### config.mk
export PLATFORM = sky130hd
export DESIGN_NAME = serv_bufreg2_seq
export DESIGN_NICKNAME = d
export VERILOG_FILES = /design/src/rtl/serv_bufreg2_seq_pkg.sv /design/src/rtl/serv_seq_cnt.sv /design/src/rtl/serv_bufreg2_seq.sv
export SDC_FILE = /design/constraint.sdc
export NUM_CORES = 1
export LEC_CHECK = 0
export BUFFER_PORTS_ARGS = -buffer_cell sky130_fd_sc_hd__buf_2
export CORE_ASPECT_RATIO = 1.4
export CORE_MARGIN = 1
export CORE_UTILIZATION = 34
export CTS_BUF_LIST = sky130_fd_sc_hd__clkbuf_16
export DETAILED_ROUTE_END_ITERATION = 8
export HOLD_SLACK_MARGIN = 0.06
export PLACE_DENSITY_LB_ADDON = 0.05
export SLEW_MARGIN = 20
export SYNTH_ARGS = -nofsm -noshare
export SYNTH_HDL_FRONTEND = slang
export SYNTH_SLANG_ARGS = --single-unit
### constraint.sdc
create_clock -name i_clk -period 1.5 [get_ports i_clk]
set_input_delay 0.225 -clock i_clk [delete_from_list [all_inputs] [get_ports i_clk]]
set_output_delay 0.225 -clock i_clk [all_outputs]
set_load 0.02 [all_outputs]
### src/rtl/serv_bufreg2_seq_pkg.sv
// serv_bufreg2_seq_pkg
// Shared constants for the bufreg2 sequencer and its counter block.
// FSM state codes, operation and size codes, serial length, and an
// alignment helper.
package serv_bufreg2_seq_pkg;

    localparam int SER_LEN = 32;
    localparam int CNT_W   = $clog2(SER_LEN);

    // FSM state codes
    localparam logic [2:0] ST_IDLE  = 3'd0;
    localparam logic [2:0] ST_INIT  = 3'd1;
    localparam logic [2:0] ST_MEM   = 3'd2;
    localparam logic [2:0] ST_SHIFT = 3'd3;
    localparam logic [2:0] ST_RUN   = 3'd4;
    localparam logic [2:0] ST_TRAP  = 3'd5;

    // Operation codes (2'b11 is reserved and handled as a store)
    localparam logic [1:0] OP_STORE = 2'b00;
    localparam logic [1:0] OP_LOAD  = 2'b01;
    localparam logic [1:0] OP_SHIFT = 2'b10;
    localparam logic [1:0] OP_RSVD  = 2'b11;

    // Access size codes (2'b11 behaves as word)
    localparam logic [1:0] SZ_BYTE = 2'b00;
    localparam logic [1:0] SZ_HALF = 2'b01;
    localparam logic [1:0] SZ_WORD = 2'b10;

    // Half needs lsb[0]=0, word needs lsb=0; bytes are always aligned.
    function automatic logic misaligned(input logic [1:0] size, input logic [1:0] lsb);
        if (size == SZ_BYTE)      return 1'b0;
        else if (size == SZ_HALF) return lsb[0];
        else                      return lsb != 2'b00;
    endfunction

endpackage

### src/rtl/serv_seq_cnt.sv
// serv_seq_cnt
// Serial position counter (0..SER_LEN-1, wraps) plus the bus wait counter.
// Ports:
//   clk, rst              clock, synchronous active-high reset
//   cnt_clr / cnt_en      clear has priority over count for the serial counter
//   cnt, cnt_done         serial position, high at the last serial bit
//   wait_clr / wait_en    clear has priority over count for the wait counter
//   wait_done             high during the TIMEOUT-th wait cycle (never if TIMEOUT=0)
module serv_seq_cnt
    import serv_bufreg2_seq_pkg::*;
#(
    parameter int TIMEOUT = 0
) (
    input  logic             clk,
    input  logic             rst,
    input  logic             cnt_clr,
    input  logic             cnt_en,
    input  logic             wait_clr,
    input  logic             wait_en,
    output logic [CNT_W-1:0] cnt,
    output logic             cnt_done,
    output logic             wait_done
);

    localparam int WAIT_W = (TIMEOUT > 1) ? $clog2(TIMEOUT) : 1;
    localparam logic [WAIT_W-1:0] WAIT_LAST = WAIT_W'((TIMEOUT > 0) ? TIMEOUT - 1 : 0);

    logic [WAIT_W-1:0] wait_cnt;

    always_ff @(posedge clk) begin
        if (rst) begin
            cnt      <= '0;
            wait_cnt <= '0;
        end else begin
            if (cnt_clr)     cnt <= '0;
            else if (cnt_en) cnt <= cnt + 1'b1;   // natural wrap 31 -> 0

            if (wait_clr)     wait_cnt <= '0;
            else if (wait_en) wait_cnt <= wait_cnt + 1'b1;
        end
    end

    assign cnt_done = (cnt == CNT_W'(SER_LEN - 1));
    // wait_cnt is 0 on the first MEM cycle, so TIMEOUT-1 marks the TIMEOUT-th.
    assign wait_done = (TIMEOUT != 0) && (wait_cnt == WAIT_LAST);

endmodule

### src/rtl/serv_bufreg2_seq.sv
// serv_bufreg2_seq
// Sequencer for the bit-serial secondary buffer register (stores, loads,
// shifts). One request at a time: 32-cycle INIT, then bus cycle (store/load)
// or shift wait, then 32-cycle RUN (load/shift).
// Optional build macro: SERV_BUFREG2_SEQ_MISALIGN_TRAP_EN -- misaligned
// load/store accepts skip the bus and return done+err on the next cycle.
// Ports:
//   i_clk, i_rst                       clock, synchronous active-high reset
//   i_req, i_op, i_size, i_lsb         request, sampled only when o_ready
//   o_ready, o_done, o_err             handshake/status to core state logic
//   o_en, o_init, o_cnt_done, o_lsb,
//   o_byte_valid, o_shift_op, o_load   buffer controls
//   i_sh_done_r                        registered shift-done from buffer
//   o_dbus_cyc, o_dbus_we, i_dbus_ack  data bus
module serv_bufreg2_seq
    import serv_bufreg2_seq_pkg::*;
#(
    parameter int TIMEOUT = 0
) (
    input  logic       i_clk,
    input  logic       i_rst,
    input  logic       i_req,
    input  logic [1:0] i_op,
    input  logic [1:0] i_size,
    input  logic [1:0] i_lsb,
    output logic       o_ready,
    output logic       o_done,
    output logic       o_err,
    output logic       o_en,
    output logic       o_init,
    output logic       o_cnt_done,
    output logic [1:0] o_lsb,
    output logic       o_byte_valid,
    output logic       o_shift_op,
    output logic       o_load,
    input  logic       i_sh_done_r,
    output logic       o_dbus_cyc,
    output logic       o_dbus_we,
    input  logic       i_dbus_ack
);

`ifdef SERV_BUFREG2_SEQ_MISALIGN_TRAP_EN
    localparam bit TRAP_EN = 1'b1;
`else
    localparam bit TRAP_EN = 1'b0;
`endif

    logic [2:0]       state, state_n;
    logic [1:0]       op_q, size_q, lsb_q;
    logic [CNT_W-1:0] cnt;
    logic             cnt_done, wait_done;
    logic             in_serial, in_mem;
    logic             is_store, is_load, is_shift;
    logic             lane_ok, trap_req;

    assign in_serial = (state == ST_INIT) || (state == ST_RUN);
    assign in_mem    = (state == ST_MEM);
    assign is_store  = (op_q == OP_STORE);
    assign is_load   = (op_q == OP_LOAD);
    assign is_shift  = (op_q == OP_SHIFT);

    serv_seq_cnt #(.TIMEOUT(TIMEOUT)) u_cnt (
        .clk       (i_clk),
        .rst       (i_rst),
        .cnt_clr   (!in_serial),
        .cnt_en    (in_serial),
        .wait_clr  (!in_mem),
        .wait_en   (in_mem && !i_dbus_ack),
        .cnt       (cnt),
        .cnt_done  (cnt_done),
        .wait_done (wait_done)
    );

    // Shifts never trap; the reserved op is a store and so can trap.
    assign trap_req = TRAP_EN && (i_op != OP_SHIFT) && misaligned(i_size, i_lsb);

    always_comb begin
        state_n = state;
        case (state)
            ST_IDLE:  if (i_req) state_n = trap_req ? ST_TRAP : ST_INIT;
            ST_INIT:  if (cnt_done) state_n = is_shift ? ST_SHIFT : ST_MEM;
            ST_MEM: begin
                // ack beats a simultaneous timeout
                if (i_dbus_ack)     state_n = is_store ? ST_IDLE : ST_RUN;
                else if (wait_done) state_n = ST_IDLE;
            end
            ST_SHIFT: if (i_sh_done_r) state_n = ST_RUN;
            ST_RUN:   if (cnt_done) state_n = ST_IDLE;
            default:  state_n = ST_IDLE;
        endcase
    end

    always_ff @(posedge i_clk) begin
        if (i_rst) begin
            state  <= ST_IDLE;
            op_q   <= OP_STORE;
            size_q <= SZ_BYTE;
            lsb_q  <= 2'b00;
        end else begin
            state <= state_n;
            if (state == ST_IDLE && i_req) begin
                op_q   <= (i_op == OP_RSVD) ? OP_STORE : i_op;
                size_q <= i_size;
                lsb_q  <= i_lsb;
            end
        end
    end

    // Load lane qualifier from the byte index cnt[4:3] within the word.
    always_comb begin
        case (size_q)
            SZ_BYTE: lane_ok = (cnt[4:3] == 2'b00);
            SZ_HALF: lane_ok = !cnt[4];
            default: lane_ok = 1'b1;
        endcase
    end

    always_comb begin
        o_ready      = 1'b0;
        o_done       = 1'b0;
        o_err        = 1'b0;
        o_en         = 1'b0;
        o_init       = 1'b0;
        o_cnt_done   = 1'b0;
        o_byte_valid = 1'b0;
        o_shift_op   = 1'b0;
        o_load       = 1'b0;
        o_dbus_cyc   = 1'b0;
        o_dbus_we    = 1'b0;
        case (state)
            ST_IDLE: o_ready = 1'b1;
            ST_INIT: begin
                o_en         = 1'b1;
                o_init       = 1'b1;
                o_byte_valid = 1'b1;
                o_shift_op   = is_shift;
                o_cnt_done   = cnt_done;
            end
            ST_MEM: begin
                o_dbus_cyc = 1'b1;
                o_dbus_we  = is_store;
                if (i_dbus_ack) begin
                    o_done = is_store;
                    o_load = is_load;
                end else if (wait_done) begin
                    o_done = 1'b1;
                    o_err  = 1'b1;
                end
            end
            ST_SHIFT: begin
                o_en       = 1'b1;
                o_shift_op = 1'b1;
            end
            ST_RUN: begin
                o_en         = 1'b1;
                o_byte_valid = is_load ? lane_ok : 1'b1;
                o_cnt_done   = cnt_done;
                o_done       = cnt_done;
            end
            ST_TRAP: begin
                o_done = 1'b1;
                o_err  = 1'b1;
            end
            default: ;
        endcase
    end

    assign o_lsb = lsb_q;

endmodule
### After elaboration in Yosys (flattened, before gate mapping)

Index checks and enable logic that the tools add are counted.

* add/subtract/negate cells: 1
* equality and inequality tests: 15
* mux-type cells: 24
* reduce and logical (&&, ||, !) cells: 11
* bitwise logic cells: 1

Operators with widths (count)
* 3-bit 2-to-1 mux: 6
* 3-bit case mux with 5 select lines: 1
* 1-bit 2-to-1 mux: 12
* 2-bit != test, second input constant: 5
* 3-bit by 2-bit equality test with 1-bit output, second input constant: 2
* 3-bit equality test, second input constant: 2
* 2-bit zero test: 3
* 1-bit case mux with 2 select lines: 3
* 5-bit by 1-bit adder with 5-bit output, second input constant: 1
* 5-bit equality test, second input constant: 1
* 5-bit AND reduction: 1
* 2-bit by 1-bit equality test with 1-bit output, second input constant: 2
* 2-bit equality test, second input constant: 2
* 2-bit OR reduction: 2
* 3-bit by 1-bit equality test with 1-bit output, second input constant: 1
* 3-bit zero test: 1
* 1-bit case mux with 3 select lines: 1
* 3-bit OR reduction: 1
* 2-bit 2-to-1 mux: 1
* 1-bit logical AND: 1
* 1-bit zero test: 1
* 1-bit logical OR: 1
* 1-bit NOT: 1

* register bits after elaboration: 14
* output and inout port bits: 13

### Logic depth before layout (Yosys ltp)

* depth in word-level cells: 4
* depth in mapped cells: 6
* mapped depth without buffers: 6

### Modules after synthesis

From an unflattened synthesis, not the netlist that was laid out.

* cells, all modules: 110
* area, all modules: 912.1 µm²

Modules (own cells, without submodules)
* serv_bufreg2_seq: cells each 85, area each 640.6 µm², instances 1
* serv_seq_cnt: cells each 25, area each 271.5 µm², instances 1

### Least setup slack after synthesis

Ideal clock, no wire load.

* path type: flip-flop to output port
* from: reg state[2]
* to: out o_done
* data required time: 1275 ps
* arrival time: 1591 ps
* stages on the path, launching flop included: 5
* path slack: -316 ps
* cells stage by stage: dfxtp_1 > buf_6 > nand2b_1 > nor4_1 > o2bb2ai_1

* longest elaborated chain between the ends: 2

Ends and longest elaborated chain
* start, declared: line serv_bufreg2_seq.sv:48 `logic [2:0] state, state_n;`
* start signal, assigned: line serv_bufreg2_seq.sv:100 `state <= state_n;`
* 3-bit equality test or 3-bit by 2-bit equality test with 1-bit output (tied branches): line serv_bufreg2_seq.sv:130 `case (state)`
* 1-bit case mux with 3 select lines *: line serv_bufreg2_seq.sv:130
* end, declared: line serv_bufreg2_seq.sv:27 `output logic o_done,`

Every way passes the cells marked *; elsewhere a longest branch is shown, timed or not.

### Worst setup path in the final report

* from: reg u_cnt.cnt[0]
* to: out o_done

* longest elaborated chain between the ends: 2

Ends and longest elaborated chain
* start, declared: line serv_seq_cnt.sv:20 `output logic [CNT_W-1:0] cnt,`
* start signal, assigned: line serv_seq_cnt.sv:36 `else if (cnt_en) cnt <= cnt + 1'b1;`
* 5-bit equality test: line serv_seq_cnt.sv:43 `assign cnt_done = (cnt == CNT_W'(SER_LEN - 1));`
* 1-bit case mux with 3 select lines: line serv_bufreg2_seq.sv:130

Every way passes these cells.

==> metrics.md <==
| Metric | Value |
|---|---|
| Status | `finished with violations` |
| Failing checks | `setup timing` |
| Worst-Margin Slew | `0.291 ns` |
| HPWL Detailed | `1220 microns` |
| Post-synth top area share | `0.390` |
| Tot Pwr | `~1.0 mW` |
| Final Cycle Share | `1.08` |
| Post-synthesis cell type count | `31` |
| Largest net degree at the start of global routing | `12` |
| Final hold vios | `0` |
| Dpl cells | `between 100 and 150` |
| Initial antenna violation count | `0` |
| Synthesized area per cell | `around 8.9 sq um` |
| Full die area | `0.00231 sq mm` |
| Fin nets | `129` |
| Die height | `around 56 microns` |
| TritonCTS clock tree | `yes` |
| Vias/cell | `5.20` |
| Vias in the first global route | `675` |
| Max Cap Viol | `0` |
| Die Wd | `between 40 and 50 microns` |
| Post-CTS Hold Fix Bufs | `0` |
| Worst Path Required | `1.27 ns` |
| Gr ovfl total | `0` |
| P_leak | `0.493 nW` |
| Syn. warnings | `0` |
| Leading area contributor after synthesis | `dfxtp_1` |
| Ranking of synthesized cells by area | `dfxtp_1, nor2_1, mux2i_1` |
| H-tree levels | `1` |
| Hold Crit Class | `input pin to register` |
| Remaining DRCs | `0` |
| Non-Filler Instances | `136` |
| Initial Util | `0.365` |
| Fillers | `178` |
| Dpl ws | `-0.000805 ns` |
| Asr flop ratio synth | `0` |
| Final core utilization | `0.593` |
| RePlAce Congestion | `0.710` |
| # diodes | `0` |
| First-pass GRT wire length | `2790 microns` |
| Root Buffer Master | `clkbuf_16` |
| Number of CTS-inserted buffers | `3` |
| Number of clock sinks | `14` |
| Sequential area share after synthesis | `0.390` |
| Final min period | `1.62 ns` |
| Worst Path Arrival | `~1.4 ns` |
| Final WS setup | `-0.118 ns` |
| Fmax | `between 600 and 700 MHz` |
| GRT Util Overall | `0.178` |
| Routed via count | `between 700 and 800` |
| Max-slew violations | `0` |
| Post-synth EDFFs | `0` |
| Setup crit start kind | `register` |
| Net count after synthesis | `94` |
| CP max FO | `3` |
| Post-DR wirelength/cell | `12.9 microns` |
| Core area | `0.00197 sq mm` |
| WL final | `1750 microns` |
| Peak VDD IR | `about 0.00074 V` |
| Final setup vio count | `2` |
| Post-Synthesis Cells | `81` |
| RSZ-0062 raised after global routing | `yes` |
| IO Port Bufs | `23` |
| CP Capture Type | `output port` |
| WHS | `0.216 ns` |
| FP Rows | `19` |
| Router iterations before antenna repair | `4` |
| Share of cells above drive strength 1 | `0.504` |
| Final Skew | `0.00208 ns` |
| Area Overhead vs Synth | `62.6%` |
| Prevailing post-synth register cell | `dfxtp_1` |
| Synthesized flop and latch total | `14` |
| Clock latency on the worst-skew pair | `around 0.24 ns` |
| Worst slew margin | `0.804` |
| PD cells | `approximately 890 mW/mm^2` |
| Initial drt markers | `12` |
| Antenna viol nets, final | `0` |
| Crit Path Class | `register to output port` |
| Cell Area, Synth | `slightly above 700 sq um` |
| I/O pin total | `24` |
| Clk slew on worst S/H paths | `around 0.050 ns` |
| CTS max path bufs | `2` |
==> flip-flops by register name, indices dropped and copies added (netlist names) <==
register,cells
size_q,2
state,3
o_lsb,2
u_cnt.cnt,5
op_q,2
==> report_power, final <==
group | switching (mW) | total [mW] | internal, mW
sequential | 0.0192 | 0.403 | 0.383
combinational | 0.0684 | 0.139 | 0.0702
clock | 0.146 | 0.498 | 0.352
==> Yosys cell counts, drive strengths merged (2+ instances only) <==
cell,count
dfxtp,14
a21oi,4
xnor2,2
nand2b,6
buf,2
ha,2
clkbuf,2
inv,2
and2,2
nor3,4
nor2,14
nand3b,4
mux2i,4
o21ai,3
==> cells by family after synthesis <==
kind of cell,synth area share
XOR/XNOR,0.0365
AO/OA/AOI/OAI,0.118
flip-flops,0.390
multiplexers,0.0557
adder cells (fa/ha/maj),0.0348
AND/OR/NAND/NOR,0.322
buffers and inverters,0.0435
==> worst paths after layout <==
| path | startpoint | cells past startpoint | end | slack, ns |
|---|---|---|---|---|
| setup / recovery | u_cnt.cnt[0]$_SDFF_PP0_ | 6 | o_done | -0.12 |
| hold / removal | i_size[1] | 3 | size_q[1]$_SDFFE_PP0P_ | 0.22 |
| setup reg to reg | u_cnt.cnt[0]$_SDFF_PP0_ | 8 | state[2]$_SDFFE_PP0P_ | 0.11 |
| hold reg to reg | o_lsb[1]$_SDFFE_PP0P_ | 2 | o_lsb[1]$_SDFFE_PP0P_ | 0.50 |
==> through the flow <==
stage | area (sq um) | TNS (ns)
after global placement | 901 | 0
after floorplan | 731 | -0.0485
after global routing | 1170 | -0.324
after CTS | 1100 | -0.318
after detailed placement | 901 | -0.000805
final | 1170 | -0.225
==> critical path, stage by stage, from the launching register on <==
cell and delay, ns:
dfxtp_2 0.33, ha_4 0.15, and3_4 0.18, ha_4 0.17, nor2_4 0.12, o2bb2ai_4 0.07
buf_6 0.13
==> what timing repair did <==
action / CTS / global route
pin swaps: 4 / 3
buffers inserted: 5 / 3
setup endpoints to repair: 6 / 7
gates resized for setup: 24 / 17
==> cell usage in the layout, fill, tap and decap left out, types with 2 or more instances in the layout <==
cell type,n
dfxtp_4,3
nor2_1,12
dfxtp_1,9
ha_4,2
a21oi_1,3
buf_6,5
nand2b_4,4
inv_1,2
mux2i_1,4
o21ai_0,2
buf_2,18
buf_4,11
nand3b_1,4
dfxtp_2,2
nand2b_1,2
clkbuf_16,3
nor3_1,4
and2_1,2
==> area by class of cell <==
class	count	area, sq um	share of cell area
multi-input cells	61	534	0.457
flip-flops and latches	14	294	0.251
repair buffers	34	229	0.196
clock buffers	3	75.1	0.0642
well taps	21	26.3	0.0225
inverters	2	7.51	0.00642
clock inverters	1	3.75	0.00321
==> layer usage <==
layer / wire length, microns / part of all wire / vias to the layer above / track usage
met2: 879 / 0.50 / 18 / 0.299
met4: 41 / 0.023 / 0 / 0.0857
met5: 0 / 0 / - / 0
met1: 759 / 0.43 / 331 / 0.187
met3: 68 / 0.039 / 5 / 0.0474
li1: - / - / 353 / -
No activity file was read; power rests on OpenSTA's default activity.
